File: config.mk
export PLATFORM = sky130hd
export DESIGN_NAME = integrate_dump_decim_flat
export DESIGN_NICKNAME = d
export VERILOG_FILES = /design/src/rtl/integrate_dump_decim_if.sv /design/src/rtl/integrate_dump_decim.sv /design/src/flat_wrapper.sv
export SDC_FILE = /design/constraint.sdc
export NUM_CORES = 1
export LEC_CHECK = 0
export ABC_CLOCK_PERIOD_IN_PS = 13900
export CAP_MARGIN = 20
export CORE_ASPECT_RATIO = 0.8
export CORE_MARGIN = 3
export CORE_UTILIZATION = 40
export CTS_BUF_LIST = sky130_fd_sc_hd__clkbuf_2
export CTS_CLUSTER_DIAMETER = 100
export DETAILED_ROUTE_END_ITERATION = 12
export PLACE_DENSITY = 0.62
export SETUP_SLACK_MARGIN = 0.4
export SLEW_MARGIN = 40
export SYNTH_ARGS = -nofsm -noshare
export SYNTH_HDL_FRONTEND = slang
export SYNTH_SLANG_ARGS = --single-unit
File: constraint.sdc
create_clock -name clk_i -period 13.9 [get_ports clk_i]
set_input_delay 1.39 -clock clk_i [delete_from_list [all_inputs] [get_ports clk_i]]
set_output_delay 1.39 -clock clk_i [all_outputs]
set_load 0.005 [all_outputs]
File: src/rtl/integrate_dump_decim_if.sv
// Stream and control bundle for the integrate-and-dump decimator.
// The master side drives samples and configuration; the slave side returns dumped sums.
interface integrate_dump_decim_if #(
  parameter int CH_NUM         = 2,
  parameter int DATA_WIDTH_IN  = 16,
  parameter int DATA_WIDTH_OUT = 40,
  parameter int RATIO_WIDTH    = 16
);
  logic [RATIO_WIDTH-1:0]                     ratio_i;
  logic                                       sync_i;
  logic                                       ovf_clr_i;
  logic                                       tvalid_i;
  logic [CH_NUM-1:0][DATA_WIDTH_IN-1:0]       tdata_i;
  logic                                       tvalid_o;
  logic [CH_NUM-1:0][DATA_WIDTH_OUT-1:0]      tdata_o;
  logic                                       ovf_o;

  modport master (
    output ratio_i, sync_i, ovf_clr_i, tvalid_i, tdata_i,
    input  tvalid_o, tdata_o, ovf_o
  );

  modport slave (
    input  ratio_i, sync_i, ovf_clr_i, tvalid_i, tdata_i,
    output tvalid_o, tdata_o, ovf_o
  );
endinterface

File: src/rtl/integrate_dump_decim.sv
// Multichannel integrate-and-dump decimator.
// Sums R consecutive valid samples per channel (shared valid, counter and latched ratio)
// and emits one full-precision sum per period with a one-cycle valid pulse.
module integrate_dump_decim #(
  parameter int CH_NUM         = 2,
  parameter int DATA_WIDTH_IN  = 16,
  parameter int DATA_WIDTH_OUT = 40,
  parameter int RATIO_WIDTH    = 16
) (
  input  logic                  clk_i,
  input  logic                  rst_i,
  integrate_dump_decim_if.slave bus
);

  localparam int MSB = DATA_WIDTH_OUT - 1;

  logic [RATIO_WIDTH-1:0] cnt_q, cnt_d;
  logic [RATIO_WIDTH-1:0] r_lat_q, r_lat_d;
  logic [RATIO_WIDTH-1:0] ratio_sane;
  logic [RATIO_WIDTH-1:0] r_eff;
  logic [RATIO_WIDTH-1:0] cnt_cur;
  logic                   start;
  logic                   dump;

  logic signed [DATA_WIDTH_OUT-1:0] acc_q [CH_NUM];
  logic signed [DATA_WIDTH_OUT-1:0] acc_d [CH_NUM];
  logic signed [DATA_WIDTH_OUT-1:0] xs    [CH_NUM];
  logic signed [DATA_WIDTH_OUT-1:0] base  [CH_NUM];
  logic signed [DATA_WIDTH_OUT-1:0] sum   [CH_NUM];
  logic [CH_NUM-1:0]                ovf_ch;

  logic [CH_NUM-1:0][DATA_WIDTH_OUT-1:0] tdata_q, tdata_d;
  logic tvalid_q, tvalid_d;
  logic ovf_q, ovf_d;

  // Period bookkeeping: a sync restarts the period as if cnt were already zero, so a
  // sample arriving alongside sync is treated as the first sample of a fresh period.
  always_comb begin
    ratio_sane = (bus.ratio_i == '0) ? RATIO_WIDTH'(1) : bus.ratio_i;
    start      = bus.sync_i || (cnt_q == '0);
    cnt_cur    = start ? '0 : cnt_q;
    r_eff      = start ? ratio_sane : r_lat_q;
    dump       = bus.tvalid_i && (cnt_cur == (r_eff - RATIO_WIDTH'(1)));
  end

  // Per-channel datapath: sign-extend, add onto the running sum (or restart), flag wraps.
  always_comb begin
    for (int c = 0; c < CH_NUM; c++) begin
      xs[c]     = DATA_WIDTH_OUT'($signed(bus.tdata_i[c]));
      base[c]   = start ? '0 : acc_q[c];
      sum[c]    = base[c] + xs[c];
      ovf_ch[c] = !start && (acc_q[c][MSB] == xs[c][MSB]) && (sum[c][MSB] != acc_q[c][MSB]);
    end
  end

  // Next-state for counter, ratio latch, accumulators, output registers and sticky flag.
  always_comb begin
    cnt_d    = cnt_q;
    r_lat_d  = r_lat_q;
    acc_d    = acc_q;
    tdata_d  = tdata_q;
    tvalid_d = 1'b0;
    if (bus.sync_i) begin
      cnt_d = '0;
    end
    if (bus.tvalid_i) begin
      if (start) begin
        r_lat_d = ratio_sane;
      end
      for (int c = 0; c < CH_NUM; c++) begin
        acc_d[c] = sum[c];
      end
      if (dump) begin
        cnt_d    = '0;
        tvalid_d = 1'b1;
        for (int c = 0; c < CH_NUM; c++) begin
          tdata_d[c] = sum[c];
        end
      end else begin
        cnt_d = cnt_cur + RATIO_WIDTH'(1);
      end
    end
    // A wrap in the same cycle as a clear must leave the flag set.
    ovf_d = (bus.tvalid_i && (|ovf_ch)) || (ovf_q && !bus.ovf_clr_i);
  end

  // State registers with asynchronous active-high reset.
  always_ff @(posedge clk_i or posedge rst_i) begin
    if (rst_i) begin
      cnt_q    <= '0;
      r_lat_q  <= RATIO_WIDTH'(1);
      tdata_q  <= '0;
      tvalid_q <= 1'b0;
      ovf_q    <= 1'b0;
      for (int c = 0; c < CH_NUM; c++) begin
        acc_q[c] <= '0;
      end
    end else begin
      cnt_q    <= cnt_d;
      r_lat_q  <= r_lat_d;
      tdata_q  <= tdata_d;
      tvalid_q <= tvalid_d;
      ovf_q    <= ovf_d;
      for (int c = 0; c < CH_NUM; c++) begin
        acc_q[c] <= acc_d[c];
      end
    end
  end

  assign bus.tvalid_o = tvalid_q;
  assign bus.tdata_o  = tdata_q;
  assign bus.ovf_o    = ovf_q;

endmodule

File: src/flat_wrapper.sv
// flat-port wrapper written by rule: the top's interface ports become plain ports
module integrate_dump_decim_flat 
#(
  parameter int CH_NUM         = 2,
  parameter int DATA_WIDTH_IN  = 16,
  parameter int DATA_WIDTH_OUT = 40,
  parameter int RATIO_WIDTH    = 16
)
  (clk_i, rst_i, bus_ratio_i, bus_sync_i, bus_ovf_clr_i, bus_tvalid_i, bus_tdata_i, bus_tvalid_o, bus_tdata_o, bus_ovf_o);
  integrate_dump_decim_if #(.CH_NUM(CH_NUM), .DATA_WIDTH_IN(DATA_WIDTH_IN), .DATA_WIDTH_OUT(DATA_WIDTH_OUT), .RATIO_WIDTH(RATIO_WIDTH)) bus_i ();
  input  logic clk_i;
  input  logic rst_i;
  input wire logic [$bits(bus_i.ratio_i)-1:0] bus_ratio_i;
  input wire logic [$bits(bus_i.sync_i)-1:0] bus_sync_i;
  input wire logic [$bits(bus_i.ovf_clr_i)-1:0] bus_ovf_clr_i;
  input wire logic [$bits(bus_i.tvalid_i)-1:0] bus_tvalid_i;
  input wire logic [$bits(bus_i.tdata_i)-1:0] bus_tdata_i;
  output wire logic [$bits(bus_i.tvalid_o)-1:0] bus_tvalid_o;
  output wire logic [$bits(bus_i.tdata_o)-1:0] bus_tdata_o;
  output wire logic [$bits(bus_i.ovf_o)-1:0] bus_ovf_o;
  assign bus_i.ratio_i = bus_ratio_i;
  assign bus_i.sync_i = bus_sync_i;
  assign bus_i.ovf_clr_i = bus_ovf_clr_i;
  assign bus_i.tvalid_i = bus_tvalid_i;
  assign bus_i.tdata_i = bus_tdata_i;
  assign bus_tvalid_o = bus_i.tvalid_o;
  assign bus_tdata_o = bus_i.tdata_o;
  assign bus_ovf_o = bus_i.ovf_o;
  integrate_dump_decim #(.CH_NUM(CH_NUM), .DATA_WIDTH_IN(DATA_WIDTH_IN), .DATA_WIDTH_OUT(DATA_WIDTH_OUT), .RATIO_WIDTH(RATIO_WIDTH)) u_core (.clk_i(clk_i), .rst_i(rst_i), .bus(bus_i));
endmodule
# Word level (Yosys, flattened, before mapping)
# Cells that the tools add are included.
# word_totals
regBits	194
input_bits	53
elab_cells	43
# op_classes
add_sub_neg	4
eq_ne	5
mux	10
reduce_logical	16
# ops
op	count
16-bit 2-to-1 mux	6
40-bit by 16-bit adder with 40-bit output	2
40-bit 2-to-1 mux	2
16-bit logical NOT	2
16-bit by 1-bit adder with 16-bit output, second input constant	1
16-bit == test	1
16-bit by 1-bit subtractor with 16-bit output, second input constant	1
1-bit logical AND	7
1-bit == test	2
1-bit logical NOT	2
1-bit logical OR	2
1-bit 2-to-1 mux	2
1-bit inequality test	2
2-bit AND reduction	1
2-bit nonzero test	1
2-bit OR reduction	1

# Logic depth before layout (Yosys ltp)
# Gate-level depths: netlist (run 1).
# logic_depth
ltp_word	9
depth_mapped	21

# Worst setup path after synthesis (run 1)
# No wires, ideal clock.
# synth_path
kind	input port to flip-flop
start	input bus_sync_i
end	register u_core.acc_q[34] (netlist name)
arrival_ns	5.215
setup_slack_ns	8.560
path_stages	19
n_path_buf	4
path_cell_list	a41oi_4 buf_6 clkbuf_1 clkbuf_1 clkbuf_1 and2_1 ha_1 inv_1 fa_1 nor2b_1 o31ai_1 a21oi_1 a41o_1 o21ai_0 o22a_1 o21bai_1 a31oi_1 xnor2_1 mux2_2
# synth_via
elab_chain_len	3
# synth_rtl
item	line	source
start, declared	flat_wrapper.sv:14	input wire logic [$bits(bus_i.sync_i)-1:0] bus_sync_i;
1-bit logical OR	integrate_dump_decim.sv:40	start = bus.sync_i || (cnt_q == '0);
40-bit 2-to-1 mux	integrate_dump_decim.sv:50	base[c] = start ? '0 : acc_q[c];
40-bit by 16-bit adder with 40-bit output	integrate_dump_decim.sv:51	sum[c] = base[c] + xs[c];
end signal, assigned by index	integrate_dump_decim.sv:105	acc_q[c] <= acc_d[c];
end, declared	integrate_dump_decim.sv:25	logic signed [DATA_WIDTH_OUT-1:0] acc_q [CH_NUM];
# Every way passes these cells.
# A chain may end at the register's enable or synchronous reset.

# Final worst setup path (run 1)
# layout_path
start	input bus_ratio_i[5]
end	register u_core.tdata_q (netlist bit u_core.bus.tdata_o[71])
# layout_via
elab_chain_len	7
# layout_rtl
item	line	source
start, declared	flat_wrapper.sv:13	input wire logic [$bits(bus_i.ratio_i)-1:0] bus_ratio_i;
16-bit logical NOT	integrate_dump_decim.sv:39	ratio_sane = (bus.ratio_i == '0) ? RATIO_WIDTH'(1) : bus.ratio_i;
16-bit 2-to-1 mux *	integrate_dump_decim.sv:39	
16-bit 2-to-1 mux *	integrate_dump_decim.sv:42	r_eff = start ? ratio_sane : r_lat_q;
16-bit by 1-bit subtractor with 16-bit output *	integrate_dump_decim.sv:43	dump = bus.tvalid_i && (cnt_cur == (r_eff - RATIO_WIDTH'(1)));
16-bit == test *	integrate_dump_decim.sv:43	
1-bit logical AND *	integrate_dump_decim.sv:43	
2-bit AND reduction (no line) *	--	
end signal, assigned	integrate_dump_decim.sv:101	tdata_q <= tdata_d;
end, declared	integrate_dump_decim.sv:32	logic [CH_NUM-1:0][DATA_WIDTH_OUT-1:0] tdata_q, tdata_d;
# Mark *: on every way between the ends. The rest lies on a longest branch, timed or not.

==> impl_metrics.toml, run 1 <==
[outcome]
status = "completed"

[synth]
syn-num-nets = 1464
synth_area_mm2 = 0.0131
yosysUniqueCellTypes = 80
ys.flop_type = "dfrtp_1"
synthXorXnorAreaFrac = 0.0608
synth-async-reset-ratio = 1.00
ys_seq_area_frac = 0.370
synthAdderAreaFrac = 0.0794
ys_ff_latch = 194
avgSynthCellArea_um2 = 9.87
synthMuxAreaShare = 0.134
synth-simple-area-share = 0.154
synth_top_family_by_area = "compound AO/OA/AOI/OAI gates"
synthCells = 1329
ys.warnings.count = 0
synth_edf_count = 0
synth-compound-area-share = 0.172

[power_and_ir_drop]
power_density_mw_per_mm2 = 110
vdd_drop_max_mv = 0.0646
cellLeakagePower_nw = 6.87

[floorplan]
die_area_mm2 = 0.0350
die_y_um = 168
fp.coreArea_mm2 = 0.0319
io_pins = 135
die_width_um = 208
placementRows = 58
start_util = 0.412

[sta]
max_slew.worst_pin.slew_ps = 818
drv_slew = 0
skew_ps = 61.4
finalSetupViolCount = 0
clock.fmax_mhz = 172
min_period_ps = 5830
maxSlewHeadroom = 0.455
period_share = 0.419
setup_tns_ps = 0
rsz0062_at_grt = "false"
whs_ps = 524
finalHoldViolations = 0

[global_routing]
antenna_found_initial = 1
grt-ovfl-total = 0
grt.met3_usage = 0.0386
grt_pass1_wl_um = 54200
grt_max_degree = 126
grtUsageMet2 = 0.286
busiest_layer = "met2"
gr-usage-met1 = 0.281
grt_pass1_vias = 10100
grt_usage = 0.190

[critical_path]
critPathRequiredTime_ps = 14640
worstPathArrival_ps = 6570
critPathLaunchType = "primary input"
timing.rr.start = "u_core.cnt_q[14]"
crit_path_max_fanout = 58
r2r_cells = 15
worstSetupPathType = "in2reg"
crit_start = "bus_ratio_i[5]"
end_kind = "flop"

[place]
dp.cells = 1839
place_congestion = 0.834
port_buffers = 134
placed_cell_area_mm2 = 0.0148
hpwl_um = 23900

[route]
postRouteAntennaNets = 0
num_vias = 10300
vias_per_cell = 5.50
first_pass_iters = 5
wl_um = 32900
drc_errors = 0
route.detailed.wl_per_inst_um = 17.6
drtIter0Drc = 586

[finish]
fillCellCount = 3065
fin_cells = 1872
syn_to_final_growth_pct = 14.7
final_area_mm2 = 0.0150
nets = 1573
final_common_cell = "dfrtp_1"
final_util = 0.472
drive_gt1_frac = 0.111
layout_common_cells = "dfrtp_1 (193), clkdlybuf4s50_1 (133), mux2_2 (102)"

[hold_path]
min_from = "u_core.bus.tdata_o[0]"
min_path_type = "reg2reg"
min_path_cells = 1

[clock_tree]
clock_latency_ps = 860
postCtsSetupBuffers = 0
cts_tree = "done"
cts.repair.resized = 0
clock_sinks = 194
clockRootBuffer = "clkbuf_2"
postCtsHoldBufs = 0
h-tree-depth = 4
clk_pin_slew_worst_paths_ps = 250
cts_buffers = 17
cts_buffer_depth = 2

[run]
cap_violations = 0
[synth_stat cells, drive strengths merged, types with 7 or more instances]
cell    count  area, um2
dfrtp     193       4830
mux2      146       1640
a21oi      98        490
and2       83        519
ha         80       1000
nand2      77        289
nor2       65        244
o21ai      61        305
xnor2      56        490
a21o       49        368
inv        38        143
xor2       35        307
clkbuf     33        124
nor3       27        135
nand3      24        120
a31oi      21        131
nand4      20        125
buf        18        119
a211oi     17        133
o21a       15        113
nand2b     14       87.6
and3       12       75.1
nor4       12        133
mux2i      10        113
nor2b       9       56.3
o31ai       9       67.6
o211ai      8       60.1
and4        7       61.3
o21bai      7       52.6
or3         7       43.8
[critical path, stage by stage]
cell	delay, ps
clkdlybuf4s50_1	500
nor3_1	360
nand2_1	210
nor3_1	190
a31oi_1	160
nand2_1	110
o21ai_0	130
ha_1	410
inv_1	200
o21ai_0	120
a211oi_1	210
o22ai_1	120
a2111o_1	330
nor3_1	170
and4_1	590
nand2_2	100
buf_6	310
inv_2	540
mux2_2	400
[per-stage QoR]
stage,setup slack (ps),power [mW]
2_1_floorplan,7230,1.23
3_3_place_gp,7170,1.38
3_5_place_dp,7060,1.39
4_1_cts,8060,1.68
5_1_grt,7710,1.79
6_report,8070,1.66
[registers in the layout, indices dropped and copies added, names as in the netlist]
name	count
u_core.acc_q	80
u_core.bus.ovf_o	1
u_core.bus.tdata_o	80
u_core.bus.tvalid_o	1
u_core.cnt_q	16
u_core.r_lat_q	16
[final cells by class]
type                            count  area [um2]  share of cell area
Timing Repair Buffer              141        1400              0.0933
Clock inverter                     15         134             0.00891
Clock buffer                       17        85.1             0.00566
Multi-Input combinational cell   1046        7870               0.524
Sequential cell                   194        4860               0.323
Antenna cell                        1        2.50            0.000166
Tap cell                          420         526              0.0350
Inverter                           38         155              0.0103
[final timing paths]
check	slack, ps	endpoint
worst max-delay path	8070	u_core.bus.tdata_o[71]
worst min-delay path	520	u_core.bus.tdata_o[0]
worst max register to register	8240	u_core.bus.tdata_o[71]
worst min register to register	520	u_core.bus.tdata_o[0]
max in group asynchronous	11690	u_core.acc_q[30]
min in group asynchronous	1070	u_core.r_lat_q[9]
[where the power goes]
part | switching (mW) | leakage, nW | internal (mW)
registers | 0.0564 | 2.48 | 0.671
clock network | 0.210 | 0.130 | 0.0670
logic | 0.352 | 4.26 | 0.302
[logic make-up (layout without fill, tap and decap cells)]
| kind of cell | Yosys count | after routing |
|---|---|---|
| simple gates | 374 | 374 |
| buf+inv | 89 | 211 |
| mux | 156 | 156 |
| xor+xnor | 91 | 91 |
| compound gates | 343 | 343 |
| other cells | 0 | 1 |
| fa+ha+maj | 82 | 82 |
| flops | 194 | 194 |
[layer usage]
layer  wire (um)  share of wire  vias to the layer above
met5           0              0                        -
met4         303         0.0092                        0
met3        1490          0.045                       14
met2       14300           0.43                      198
met1       16900           0.51                     4991
li1            -              -                     5089
Note: power is estimated with default switching activity, not from simulation.
==> inputs of run 2 (changes only) <==
--- a/config.mk
+++ b/config.mk
@@ -5,7 +5,7 @@
 export SDC_FILE = /design/constraint.sdc
 export NUM_CORES = 1
 export LEC_CHECK = 0
-export ABC_CLOCK_PERIOD_IN_PS = 13900
+export ABC_CLOCK_PERIOD_IN_PS = 5400
 export CAP_MARGIN = 20
 export CORE_ASPECT_RATIO = 0.8
 export CORE_MARGIN = 3
==> constraint.sdc (replaced) <==
create_clock -name clk_i -period 5.4 [get_ports clk_i]
set_input_delay 0.54 -clock clk_i [delete_from_list [all_inputs] [get_ports clk_i]]
set_output_delay 0.54 -clock clk_i [all_outputs]
set_load 0.005 [all_outputs]
==> run 2 against run 1 <==
  * Non-clock buffer count increased by 13
  * Sequential share of layout area fell by 0.25 points
  * Critical path depth down 5
  * Cell count increased by 0.75%
  * First-iteration DRC count grew 27%
  * Sequential cell count unchanged
  * Via count increased by 1.8%
  * Register-to-register slack worse by 7500 ps
  * Utilization increased by 0.37 points
  * Clock skew decreased by 6.5 ps
==> impl_metrics.toml, run 2 (synthesis gave the netlist of run 1 again) <==
[route]
postRouteAntennaNets = 0
drtIter0Drc = 746
first_pass_iters = 5
wl_um = 33100
num_vias = 10500
vias_per_cell = 5.55
drc_errors = 0
route.detailed.wl_per_inst_um = 17.6

[finish]
layout_common_cells = "dfrtp_1 (193), clkdlybuf4s50_1 (133), mux2_2 (102)"
fillCellCount = 3031
drive_gt1_frac = 0.120
final_common_cell = "dfrtp_1"
nets = 1586
syn_to_final_growth_pct = 15.5
final_util = 0.476

[power_and_ir_drop]
cell_internal_pwr_mw = 2.69
pwr-share-clk = 0.171
cellLeakagePower_nw = 6.94
vdd_drop_max_mv = 0.126
comb_power_share = 0.396
switchingPower_mw = 1.62
power_density_mw_per_mm2 = 285
seqPwrFrac = 0.432
power.total_mw = 4.31
switching_share = 0.375

[sta]
rsz0062_at_grt = "false"
maxSlewHeadroom = 0.471
drv_slew = 0
period_share = 0.856
clock.fmax_mhz = 216
max_slew.worst_pin.slew_ps = 794
skew_ps = 54.9
finalHoldViolations = 0
min_period_ps = 4620
finalWorstSetupSlack_ps = 776
finalSetupViolCount = 0
setup_tns_ps = 0

[floorplan]
fp.coreArea_mm2 = 0.0319
start_util = 0.412
placementRows = 58
die_area_mm2 = 0.0350
io_pins = 135
die_y_um = 168
die_width_um = 208

[critical_path]
end_kind = "flop"
crit_path_max_fanout = 35
critPathRequiredTime_ps = 6210
reg2reg_to = "u_core.bus.tdata_o[77]"
r2r_cells = 14
critPathLaunchType = "flop"
worstPathArrival_ps = 5430
reg2reg_slack_ps = 780
worstSetupPathType = "reg2reg"
timing.rr.start = "u_core.cnt_q[14]"

[global_routing]
grt_pass1_vias = 10300
antenna_found_initial = 1
grt_usage = 0.191
grt-ovfl-total = 0
grt_max_degree = 95
grt_pass1_wl_um = 54600

[place]
hpwl_um = 24200
pre_cts_slack_ps = 453
place_congestion = 0.891
port_buffers = 134

[clock_tree]
clk_pin_slew_worst_paths_ps = 300
clockRootBuffer = "clkbuf_2"
cts_buffer_depth = 2
cts_buffers = 17
h-tree-depth = 4
clock_sinks = 194
cts_tree = "done"
clock_latency_ps = 880

[hold_path]
min_from = "bus_tvalid_i"
min_path_type = "in2reg"
holdPathEnd = "u_core.acc_q[47]"
min_path_cells = 3

[outcome]
status = "completed"

[run]
cap_violations = 0
run 2: changes by cell type in the layout (fill, tap and decap cells not counted), moves of 2 or more:
cell | previous run | this run
buf_12 | 0 | 2
buf_4 | 5 | 18
buf_6 | 3 | 0
clkbuf_2 | 17 | 19
clkinv_1 | 3 | 1
clkinv_4 | 4 | 1
inv_6 | 3 | 7
run 2: what timing repair did:
action | CTS | global route
hold buffers | 1 | 0
hold endpoints to repair | 13 | 0
buffers inserted | 0 | 0
endpoints found under the setup margin | 0 | 12
resized for setup | 0 | 2
run 2: power by group through the flow:
stage	registers [mW]	logic (mW)	clock network (mW)
global route	1.91	1.90	0.837
floorplan	1.85	1.32	0
global placement	1.89	1.67	0
finish	1.86	1.71	0.738
CTS	1.87	1.71	0.782
detailed placement	1.89	1.70	0
run 2: layer usage:
layer / global-route usage / up-vias / wire [um]
met5: 0 / - / 0
met2: 0.276 / 235 / 13600
met3: 0.0425 / 29 / 1610
met4: 0.0489 / 0 / 487
met1: 0.289 / 5089 / 17400
li1: - / 5121 / -
run 2: worst max-delay path by stage:
stage	endpoint	slack [ps]	cells after the start	start
floorplan	u_core.acc_q[34]	860	21	u_core.cnt_q[10]
global placement	u_core.acc_q[66]	460	15	bus_sync_i
detailed placement	u_core.bus.tdata_o[26]	450	15	bus_sync_i
CTS	u_core.acc_q[76]	710	15	u_core.cnt_q[14]
global route	u_core.acc_q[34]	410	15	u_core.cnt_q[14]
finish	u_core.bus.tdata_o[77]	780	14	u_core.cnt_q[14]
run 2: per-stage QoR:
step	hold slack, ps	area (um2)	instances
after CTS	163	15100	1884
after detailed placement	475	14900	1851
after global routing	188	15100	1886
after floorplan	453	13100	1329
final	265	15100	1886
after global placement	473	14900	1851
run 2: worst max-delay path, stage by stage, from the launching register on:
cell and delay [ps]:
dfrtp_1 540, nor4_4 390, a41oi_4 290, buf_4 330
and2_1 200, ha_1 370, nand4_1 260, or3_1 480
o32a_1 340, a21oi_1 220, o21ai_0 180, and2_1 210
o21ai_0 210, xor2_1 310, mux2_2 210
run 2: cell type report:
| cell class | instances | area, um2 | area share |
|---|---|---|---|
| antenna | 2 | 5.00 | 0.000330 |
| clock buffer | 19 | 95.1 | 0.00628 |
| inverter | 38 | 146 | 0.00966 |
| multi-input combinational | 1046 | 7880 | 0.520 |
| tap | 420 | 526 | 0.0347 |
| sequential | 194 | 4860 | 0.321 |
| timing repair buffer | 154 | 1520 | 0.100 |
| clock inverter | 13 | 124 | 0.00818 |
